[config.mk]
export PLATFORM = sky130hd
export DESIGN_NAME = eth_pkt_dispatcher
export DESIGN_NICKNAME = d
export VERILOG_FILES = /design/src/rtl/eth_pkt_dispatcher.sv
export SDC_FILE = /design/constraint.sdc
export NUM_CORES = 1
export LEC_CHECK = 0
export ABC_AREA = 1
export BUFFER_PORTS_ARGS = -buffer_cell sky130_fd_sc_hd__buf_4
export CAP_MARGIN = 20
export CORE_MARGIN = 3
export CORE_UTILIZATION = 40
export DETAILED_ROUTE_END_ITERATION = 8
export PLACE_DENSITY_LB_ADDON = 0.08
export SETUP_SLACK_MARGIN = 0.3
export SLEW_MARGIN = 0
export SYNTH_ARGS = -nofsm -noshare
export SYNTH_HDL_FRONTEND = slang
export SYNTH_SLANG_ARGS = --single-unit
[constraint.sdc]
create_clock -name Clock -period 5.2 [get_ports Clock]
set_input_delay 0.52 -clock Clock [delete_from_list [all_inputs] [get_ports Clock]]
set_output_delay 0.52 -clock Clock [all_outputs]
set_load 0.02 [all_outputs]
[src/rtl/eth_pkt_dispatcher.sv]
// rtl/eth_pkt_dispatcher.sv - offers each Rx packet to a chain of decoders and forwards the owner's Tx writes
// Optional watchdog on a silent decoder: define ETH_DISP_TIMEOUT_EN.
module eth_pkt_dispatcher #(
  parameter int N_DEC       = 3,
  parameter int ADDR_W      = 11,
  parameter int DATA_W      = 16,
  parameter int TIMEOUT_CYC = 4096
) (
  input  logic                    Clock,
  input  logic                    Reset,
  input  logic                    Rx_Parcer_RQ,
  output logic [ADDR_W-1:0]       Rx_Addr_o,
  output logic [N_DEC-1:0]        Dec_Start,
  input  logic [N_DEC*ADDR_W-1:0] Dec_Rx_Addr,
  input  logic [N_DEC*ADDR_W-1:0] Dec_Tx_Addr,
  input  logic [N_DEC*DATA_W-1:0] Dec_Tx_Data,
  input  logic [N_DEC-1:0]        Dec_Tx_Strobe,
  input  logic [N_DEC-1:0]        Dec_Next,
  input  logic [N_DEC-1:0]        Dec_Done,
  input  logic [N_DEC-1:0]        Dec_Err,
  output logic [ADDR_W-1:0]       Tx_Addr,
  output logic [DATA_W-1:0]       Tx_Data,
  output logic                    Tx_Word_Strobe,
  output logic                    Progress_Flag,
  output logic                    Tx_Start,
  output logic                    CycleEndErr,
  output logic                    Timeout_Err,
  output logic [2:0]              Active_Chan,
  output logic [15:0]             Pkt_Cnt,
  output logic [15:0]             Err_Cnt
);

  typedef enum logic [2:0] {
    S_IDLE    = 3'd0,
    S_START   = 3'd1,
    S_RUN     = 3'd2,
    S_END_OK  = 3'd3,
    S_END_ERR = 3'd4
  } state_t;

  if (N_DEC < 2 || N_DEC > 8 || TIMEOUT_CYC < 16 ||
      (TIMEOUT_CYC & (TIMEOUT_CYC - 1)) != 0) begin : g_param_err
    $error("eth_pkt_dispatcher: illegal parameter value");
  end

  state_t              r_state;
  state_t              w_state_nx;
  logic [2:0]          r_chan;
  logic [2:0]          w_chan_nx;

  logic [N_DEC-1:0]    r_dec_start;
  logic [ADDR_W-1:0]   r_tx_addr;
  logic [DATA_W-1:0]   r_tx_data;
  logic                r_tx_strobe;
  logic                r_progress;
  logic                r_tx_start;
  logic                r_cyc_err;
  logic [15:0]         r_pkt_cnt;
  logic [15:0]         r_err_cnt;

  logic [N_DEC-1:0]    w_dec_start_nx;
  logic [ADDR_W-1:0]   w_tx_addr_nx;
  logic [DATA_W-1:0]   w_tx_data_nx;
  logic                w_tx_strobe_nx;
  logic [15:0]         w_pkt_cnt_nx;
  logic [15:0]         w_err_cnt_nx;

  logic [ADDR_W-1:0]   w_rx_addr_sel;
  logic [ADDR_W-1:0]   w_tx_addr_sel;
  logic [DATA_W-1:0]   w_tx_data_sel;
  logic                w_tx_strobe_sel;
  logic                w_next;
  logic                w_done;
  logic                w_err;
  logic                w_busy;

`ifdef ETH_DISP_TIMEOUT_EN
  localparam int WD_W = $clog2(TIMEOUT_CYC);
  logic [WD_W-1:0]     r_wd;
  logic                r_timeout_err;
  logic                w_timeout;
`endif

  // Only the channel holding the token is ever looked at.
  always_comb begin
    w_rx_addr_sel   = '0;
    w_tx_addr_sel   = '0;
    w_tx_data_sel   = '0;
    w_tx_strobe_sel = 1'b0;
    w_next          = 1'b0;
    w_done          = 1'b0;
    w_err           = 1'b0;
    for (int k = 0; k < N_DEC; k++) begin
      if (r_chan == 3'(k)) begin
        w_rx_addr_sel   = Dec_Rx_Addr[k*ADDR_W +: ADDR_W];
        w_tx_addr_sel   = Dec_Tx_Addr[k*ADDR_W +: ADDR_W];
        w_tx_data_sel   = Dec_Tx_Data[k*DATA_W +: DATA_W];
        w_tx_strobe_sel = Dec_Tx_Strobe[k];
        w_next          = Dec_Next[k];
        w_done          = Dec_Done[k];
        w_err           = Dec_Err[k];
      end
    end
  end

  assign w_busy    = (r_state == S_START) || (r_state == S_RUN);
  assign Rx_Addr_o = w_busy ? w_rx_addr_sel : '0;

  always_ff @(posedge Clock) begin
    if (!Reset) begin
      r_state <= S_IDLE;
      r_chan  <= '0;
    end else begin
      r_state <= w_state_nx;
      r_chan  <= w_chan_nx;
    end
  end

  always_comb begin
    w_state_nx = r_state;
    w_chan_nx  = r_chan;
`ifdef ETH_DISP_TIMEOUT_EN
    w_timeout  = 1'b0;
`endif
    case (r_state)
      S_IDLE: begin
        if (Rx_Parcer_RQ) begin
          w_state_nx = S_START;
          w_chan_nx  = '0;
        end
      end
      S_START: w_state_nx = S_RUN;
      S_RUN: begin
        if (w_err) begin
          w_state_nx = S_END_ERR;
        end else if (w_done) begin
          w_state_nx = S_END_OK;
        end else if (w_next) begin
          // The last channel passing means nobody owns the packet.
          if (r_chan == 3'(N_DEC - 1)) begin
            w_state_nx = S_END_ERR;
          end else begin
            w_state_nx = S_START;
            w_chan_nx  = r_chan + 3'd1;
          end
        end
`ifdef ETH_DISP_TIMEOUT_EN
        else if (r_wd == WD_W'(TIMEOUT_CYC - 1)) begin
          w_state_nx = S_END_ERR;
          w_timeout  = 1'b1;
        end
`endif
      end
      S_END_OK:  w_state_nx = S_IDLE;
      S_END_ERR: w_state_nx = S_IDLE;
      default:   w_state_nx = S_IDLE;
    endcase
  end

  always_comb begin
    w_dec_start_nx = '0;
    if (w_state_nx == S_START) begin
      w_dec_start_nx = N_DEC'(1) << w_chan_nx;
    end
    w_tx_addr_nx   = w_busy ? w_tx_addr_sel : '0;
    w_tx_data_nx   = w_busy ? w_tx_data_sel : '0;
    w_tx_strobe_nx = w_busy & w_tx_strobe_sel;
    w_pkt_cnt_nx   = r_pkt_cnt;
    w_err_cnt_nx   = r_err_cnt;
    if (w_state_nx == S_END_OK && r_pkt_cnt != 16'hFFFF) begin
      w_pkt_cnt_nx = r_pkt_cnt + 16'd1;
    end
    if (w_state_nx == S_END_ERR && r_err_cnt != 16'hFFFF) begin
      w_err_cnt_nx = r_err_cnt + 16'd1;
    end
  end

  always_ff @(posedge Clock) begin
    if (!Reset) begin
      r_dec_start <= '0;
      r_tx_addr   <= '0;
      r_tx_data   <= '0;
      r_tx_strobe <= 1'b0;
      r_progress  <= 1'b0;
      r_tx_start  <= 1'b0;
      r_cyc_err   <= 1'b0;
      r_pkt_cnt   <= '0;
      r_err_cnt   <= '0;
    end else begin
      r_dec_start <= w_dec_start_nx;
      r_tx_addr   <= w_tx_addr_nx;
      r_tx_data   <= w_tx_data_nx;
      r_tx_strobe <= w_tx_strobe_nx;
      r_progress  <= (w_state_nx != S_IDLE);
      r_tx_start  <= (w_state_nx == S_END_OK);
      r_cyc_err   <= (w_state_nx == S_END_ERR);
      r_pkt_cnt   <= w_pkt_cnt_nx;
      r_err_cnt   <= w_err_cnt_nx;
    end
  end

`ifdef ETH_DISP_TIMEOUT_EN
  always_ff @(posedge Clock) begin
    if (!Reset) begin
      r_wd          <= '0;
      r_timeout_err <= 1'b0;
    end else begin
      if (r_state == S_START) begin
        r_wd <= '0;
      end else if (r_state == S_RUN) begin
        r_wd <= r_wd + 1'b1;
      end
      r_timeout_err <= w_timeout;
    end
  end

  assign Timeout_Err = r_timeout_err;
`else
  assign Timeout_Err = 1'b0;
`endif

  assign Dec_Start      = r_dec_start;
  assign Tx_Addr        = r_tx_addr;
  assign Tx_Data        = r_tx_data;
  assign Tx_Word_Strobe = r_tx_strobe;
  assign Progress_Flag  = r_progress;
  assign Tx_Start       = r_tx_start;
  assign CycleEndErr    = r_cyc_err;
  assign Active_Chan    = r_chan;
  assign Pkt_Cnt        = r_pkt_cnt;
  assign Err_Cnt        = r_err_cnt;

endmodule

Word-level counts from Yosys, hierarchy flattened --
Index checks and enable logic that the tools add are counted.
Word-level totals: output and inout bits 81, register bits after elaboration 72, logic and storage cells 67
Cells by class: bitwise logic cells 1, muxes and demuxes 34, reduce and logical (&&, ||, !) cells 8, equal/unequal tests 9, add/subtract/negate cells 3, shift-type cells 1
Operators by type and width (number):
- 2-to-1 mux 11 bit | 7
- 2-to-1 mux 16 bit | 3
- adder 16 x 1 -> 16 bit, second input constant | 2
- != test 16 bit, second input constant | 2
- 2-to-1 mux 3 bit | 10
- 2-to-1 mux 1 bit | 12
- == test 3 x 1 -> 1 bit, second input constant | 3
- == test 3 x 2 -> 1 bit, second input constant | 3
- one-hot mux 3 bit (3 select lines) | 1
- logical NOT 3 bit | 2
- one-hot mux 3 bit (2 select lines) | 1
- AND reduction 2 bit | 2
- adder 3 x 1 -> 3 bit, second input constant | 1
- == test 3 bit, second input constant | 1
- nonzero test 3 bit | 1
- left shift 1 x 3 -> 3 bit, first input constant | 1
- logical AND 1 bit | 2
- bitwise AND 1 bit | 1
- logical OR 1 bit | 1

Longest topological paths before layout --
word-level depth 10, gate-level depth with buffers 16

Worst setup path before layout --
OpenSTA, ideal clock, no wires.
path type reg-to-output, from reg r_chan[1] (netlist: Active_Chan[1]), to out Rx_Addr_o[0], setup slack 2489 ps, buffers on the path 2, cell stages (with the launch flop) 8, data arrival time 2191 ps, cells stage by stage dfxtp_1 inv_1 ha_1 nor3_1 clkbuf_1 clkbuf_1 nand2_1 a31oi_1
Between the ends: cells in the longest elaborated chain, start to end 5, elaborated cells on any way between the ends 7, classes of those cells eq/ne (2); mux (4); reduce/logical (1)
RTL lines:
- start: declaration | RTL line 48 | logic [2:0] r_chan;
- start signal: assignment | RTL line 115 | r_chan <= w_chan_nx;
- logical NOT 3 bit | RTL line 94 | if (r_chan == 3'(k)) begin
- 2-to-1 mux 11 bit (2 in series) | RTL line 94
- 2-to-1 mux 11 bit * | RTL line 94
- 2-to-1 mux 11 bit * | RTL line 107 | assign Rx_Addr_o = w_busy ? w_rx_addr_sel : '0;
- end: declaration | RTL line 12 | output logic [ADDR_W-1:0] Rx_Addr_o,
Every way passes the cells marked *; elsewhere a longest branch is shown, timed or not.

Worst setup path after layout --
from reg r_chan[0] (netlist: Active_Chan[0]), to reg r_pkt_cnt[13] (netlist: Pkt_Cnt[13])
Between the ends: cells in the longest elaborated chain, start to end 10, elaborated cells on any way between the ends 19, classes of those cells eq/ne (3); mux (14); reduce/logical (2)
RTL lines:
- logical NOT 3 bit | RTL line 94
- 2-to-1 mux 1 bit (3 in series) | RTL line 94
- 2-to-1 mux 3 bit | RTL line 138 | end else if (w_next) begin
- 2-to-1 mux 3 bit | RTL line 136 | end else if (w_done) begin
- 2-to-1 mux 3 bit * | RTL line 134 | if (w_err) begin
- one-hot mux 3 bit (3 select lines) * | RTL line 125 | case (r_state)
- == test 3 x 2 -> 1 bit * | RTL line 170 | if (w_state_nx == S_END_OK && r_pkt_cnt != 16'hFFFF) begin
- logical AND 1 bit * | RTL line 170
- end signal: assignment | RTL line 197 | r_pkt_cnt <= w_pkt_cnt_nx;
- end: declaration | RTL line 58 | logic [15:0] r_pkt_cnt;
Marks and branches as above. A chain may end at the register's enable or synchronous reset.

==> impl_metrics.ini <==
[power]
ir_drop_mv = 0.131
pwr-share-clk_pct = 35.7
leakagePower_nw = 2.67
p_total_mw = 1.25
power_switching_share_pct = 27.2
internal_power_uw = 912
p_seq_share_pct = 45.7
p_switching_uw = 341
combPwrFrac_pct = 18.6
powerDensity_nw_per_um2 = 214

[flow_run]
max_cap_violations = 0

[synth]
yosys_warnings = 0
synth.yosys.seq_area_share_pct = 35.7
synthMuxAreaShare_pct = 0
synth_compound_area_share_pct = 16.1
synth_cell_types = 34
synthAdderAreaFrac_pct = 1.86
yosys.area_share.simple_pct = 32.9
synth_top_family_by_area = simple AND/OR/NAND/NOR gates
synth_top_area_share_pct = 35.7
synthTopCellsByArea = dfxtp_1 (36%), nand2_1 (16%), a31oi_1 (6.1%)
synthCells = 598
syn_area_per_cell_um2 = 6.74
synth_largest_area_cell = dfxtp_1
synth_area_um2 = 4030
ys_seq_elements = 72
synth_nets = 733
synthXorXnorAreaFrac_pct = 5.00

[clock_network]
cts_setup_buffers = 0
cts-resized-gates = 0
clock-root-buffer = clkbuf_8
cts_tree = built
cts_buffers = 9
clock_sinks = 72
path_clk_slew_ns = 0.08
postCtsHoldBufs = 0
worst_skew_pair.late_latency_ns = 0.35
cts_max_path_buffers = 2
h-tree-depth = 3

[grt]
antenna_found_initial = 0
grt_start_max_net_pins = 86
grt_first_pass_wirelength_um = 21700
grt_usage_pct = 23.7
first_global_vias = 4436
grt.overflow.total = 0

[setup_path]
crit_chain = inv_1 > ha_1 > nand2_4 > nand2_1 > inv_2 > nand2_1 > a21oi_2 > nand2_1 > nand2_1 > nand3_2 > nand2_1 > a21oi_1
cp_slowest_cell = nand2_4
crit_type = reg2reg
critPathRequiredTime_ns = 5.43
critPathMostFrequentCell = nand2_1
reg2reg_to = Pkt_Cnt[13]$_SDFFE_PN0P_
ff2ff_path_depth = 12
startpoint_type = flip-flop
cp.arrival_ns = 3.43
cp_num_buf_inv = 2
rrSetupSlack_ns = 2.00
path_delay_family = simple AND/OR/NAND/NOR gates
cpPeakStageDelay_ns = 0.56
cp.depth = 12
end_kind = flip-flop
r2r-start = Active_Chan[0]$_SDFF_PN0_
worst-path-max-fanout = 85

[drt]
via_per_inst = 5.13
num_vias = 4749
first_iter_violations = 316
firstDrtPassIters = 5
route.detailed.drc = 0
drt-wirelength-per-cell_um = 14.4
wl_um = 13400
ant_nets = 0

[timing]
fmax_mhz = 312
worst_pin_slew_ns = 0.811
final.min_clock_period_ns = 3.20
final-setup-viol-count = 0
fin_setup_tns_ns = 0
hold_viol = 0
relSlewSlack_pct = 45.9
period_share_pct = 61.6
grt_setup_unrepaired = no
finClkSkew_ns = 0.0119
final-max-slew-violation-count = 0

[placed_design]
dp_hpwl_um = 9850
port_buffers = 208
dp_cells = 907
gp_congestion = 0.852
placed_cell_area_um2 = 5610

[layout]
nNetsFinal = 922
finalNonFillerCells = 925
area_delta_synth_final_pct = 45.0
drive_gt1_share_pct = 31.3
final_area_um2 = 5850
n_antenna_cell = 0

[floorplanning]
core.rowCount = 36
coreArea_um2 = 9770
pin_count = 210
die_w_um = 106
dieArea_um2 = 11300
initial_core_util_pct = 41.3
die_y_um = 106

[min_path]
hold_depth = 3
hold_class = in2reg
hold_end = Tx_Addr[2]$_SDFF_PN0_
worstHoldStart = Dec_Tx_Addr[2]

[outcome]
outcome = completed
## logic make-up after synthesis
logic type               Yosys count
AO/OA/AOI/OAI                    116
flip-flops                        72
XOR/XNOR                          23
other                              1
buffers and inverters             78
adder cells (fa/ha/maj)            6
AND/OR/NAND/NOR                  302
## metal layers
metal  global-route usage, %  routed length [um]  up-vias
li1                        -                   -     2378
met1                    29.5                5630     2174
met2                    40.5                6510      177
met3                    5.71                 902       20
met4                    7.22                 312        0
met5                       0                   0        -
## flip-flops by register name, indices dropped and copies added, names as in the netlist
name,count
Pkt_Cnt,16
Err_Cnt,16
Tx_Data,16
Progress_Flag,1
Dec_Start,3
Tx_Word_Strobe,1
Active_Chan,3
Tx_Start,1
r_state,3
CycleEndErr,1
Tx_Addr,11
## worst max-delay path by stage
| stage | from | slack [ns] | end |
|---|---|---|---|
| floorplan | Active_Chan[1]$_SDFF_PN0_ | 2.49 | Rx_Addr_o[0] |
| global placement | Active_Chan[0]$_SDFF_PN0_ | 2.15 | Pkt_Cnt[15]$_SDFFE_PN0P_ |
| detailed placement | Active_Chan[0]$_SDFF_PN0_ | 1.98 | Pkt_Cnt[13]$_SDFFE_PN0P_ |
| CTS | Active_Chan[0]$_SDFF_PN0_ | 1.97 | Pkt_Cnt[4]$_SDFFE_PN0P_ |
| global route | Active_Chan[0]$_SDFF_PN0_ | 1.56 | Pkt_Cnt[0]$_SDFFE_PN0P_ |
| finish | Active_Chan[0]$_SDFF_PN0_ | 2.00 | Pkt_Cnt[13]$_SDFFE_PN0P_ |
## per-stage QoR
step | setup WS, ns | hold slack (ns) | utilization, %
2_1_floorplan | 2.49 | 0.564 | -
3_3_place_gp | 2.15 | 0.491 | 57.4
3_5_place_dp | 1.98 | 0.494 | 57.4
4_1_cts | 1.97 | 0.414 | 59.4
5_1_grt | 1.56 | 0.437 | 59.8
6_report | 2.00 | 0.428 | 59.8
## cell usage in the layout, fill, tap and decap left out, types with 2 or more instances in the layout
master,synthesis,final
o21ai_0,42,42
nand3_1,28,28
inv_1,35,35
nor3_1,10,9
ha_1,6,6
nand3b_1,2,2
or2_1,2,2
a21oi_1,30,30
inv_2,7,7
dfxtp_1,72,72
xnor2_1,6,6
nand2_2,3,3
nand2_4,2,2
a31oi_1,39,39
nor3_2,1,2
nand2_1,175,175
nor2_1,44,44
buf_4,3,210
clkinv_1,2,2
xor2_1,17,17
nand4_1,31,31
clkbuf_8,0,10
clkinv_2,0,4
## worst min-delay path, cell delays in order
cell      delay (ns)
buf_4           0.08
a221oi_1        0.06
nor2_1          0.08
## Yosys cell counts
cell type	number
nand2_1	175
dfxtp_1	72
nor2_1	44
o21ai_0	42
a31oi_1	39
inv_1	35
nand4_1	31
a21oi_1	30
nand3_1	28
clkbuf_1	26
xor2_1	17
nor3_1	10
inv_2	7
ha_1	6
xnor2_1	6
buf_6	4
buf_4	3
nand2_2	3
clkinv_1	2
nand2_4	2
nand3b_1	2
or2_1	2
a21oi_2	1
a221oi_1	1
buf_2	1
conb_1	1
nand3_2	1
nand3_4	1
nor2_2	1
nor3_2	1
o21ai_1	1
o21ai_4	1
o21bai_1	1
or2_2	1
## area by class of cell
class                      instances  area [um^2]
tap                              133          166
inverter                          44          165
clock inverter                     6         58.8
clock buffer                      10          138
fill                             943         3930
sequential                        72         1440
timing repair buffer             212         1620
multi-input combinational        448         2260
## power groups by stage
stage	clock network (mW)	logic (mW)	registers, mW
global route	0.483	0.255	0.574
CTS	0.461	0.231	0.572
global placement	0	0.227	0.585
finish	0.448	0.233	0.573
floorplan	0	0.0931	0.602
detailed placement	0	0.230	0.585
(Power assumes the default switching activity.)
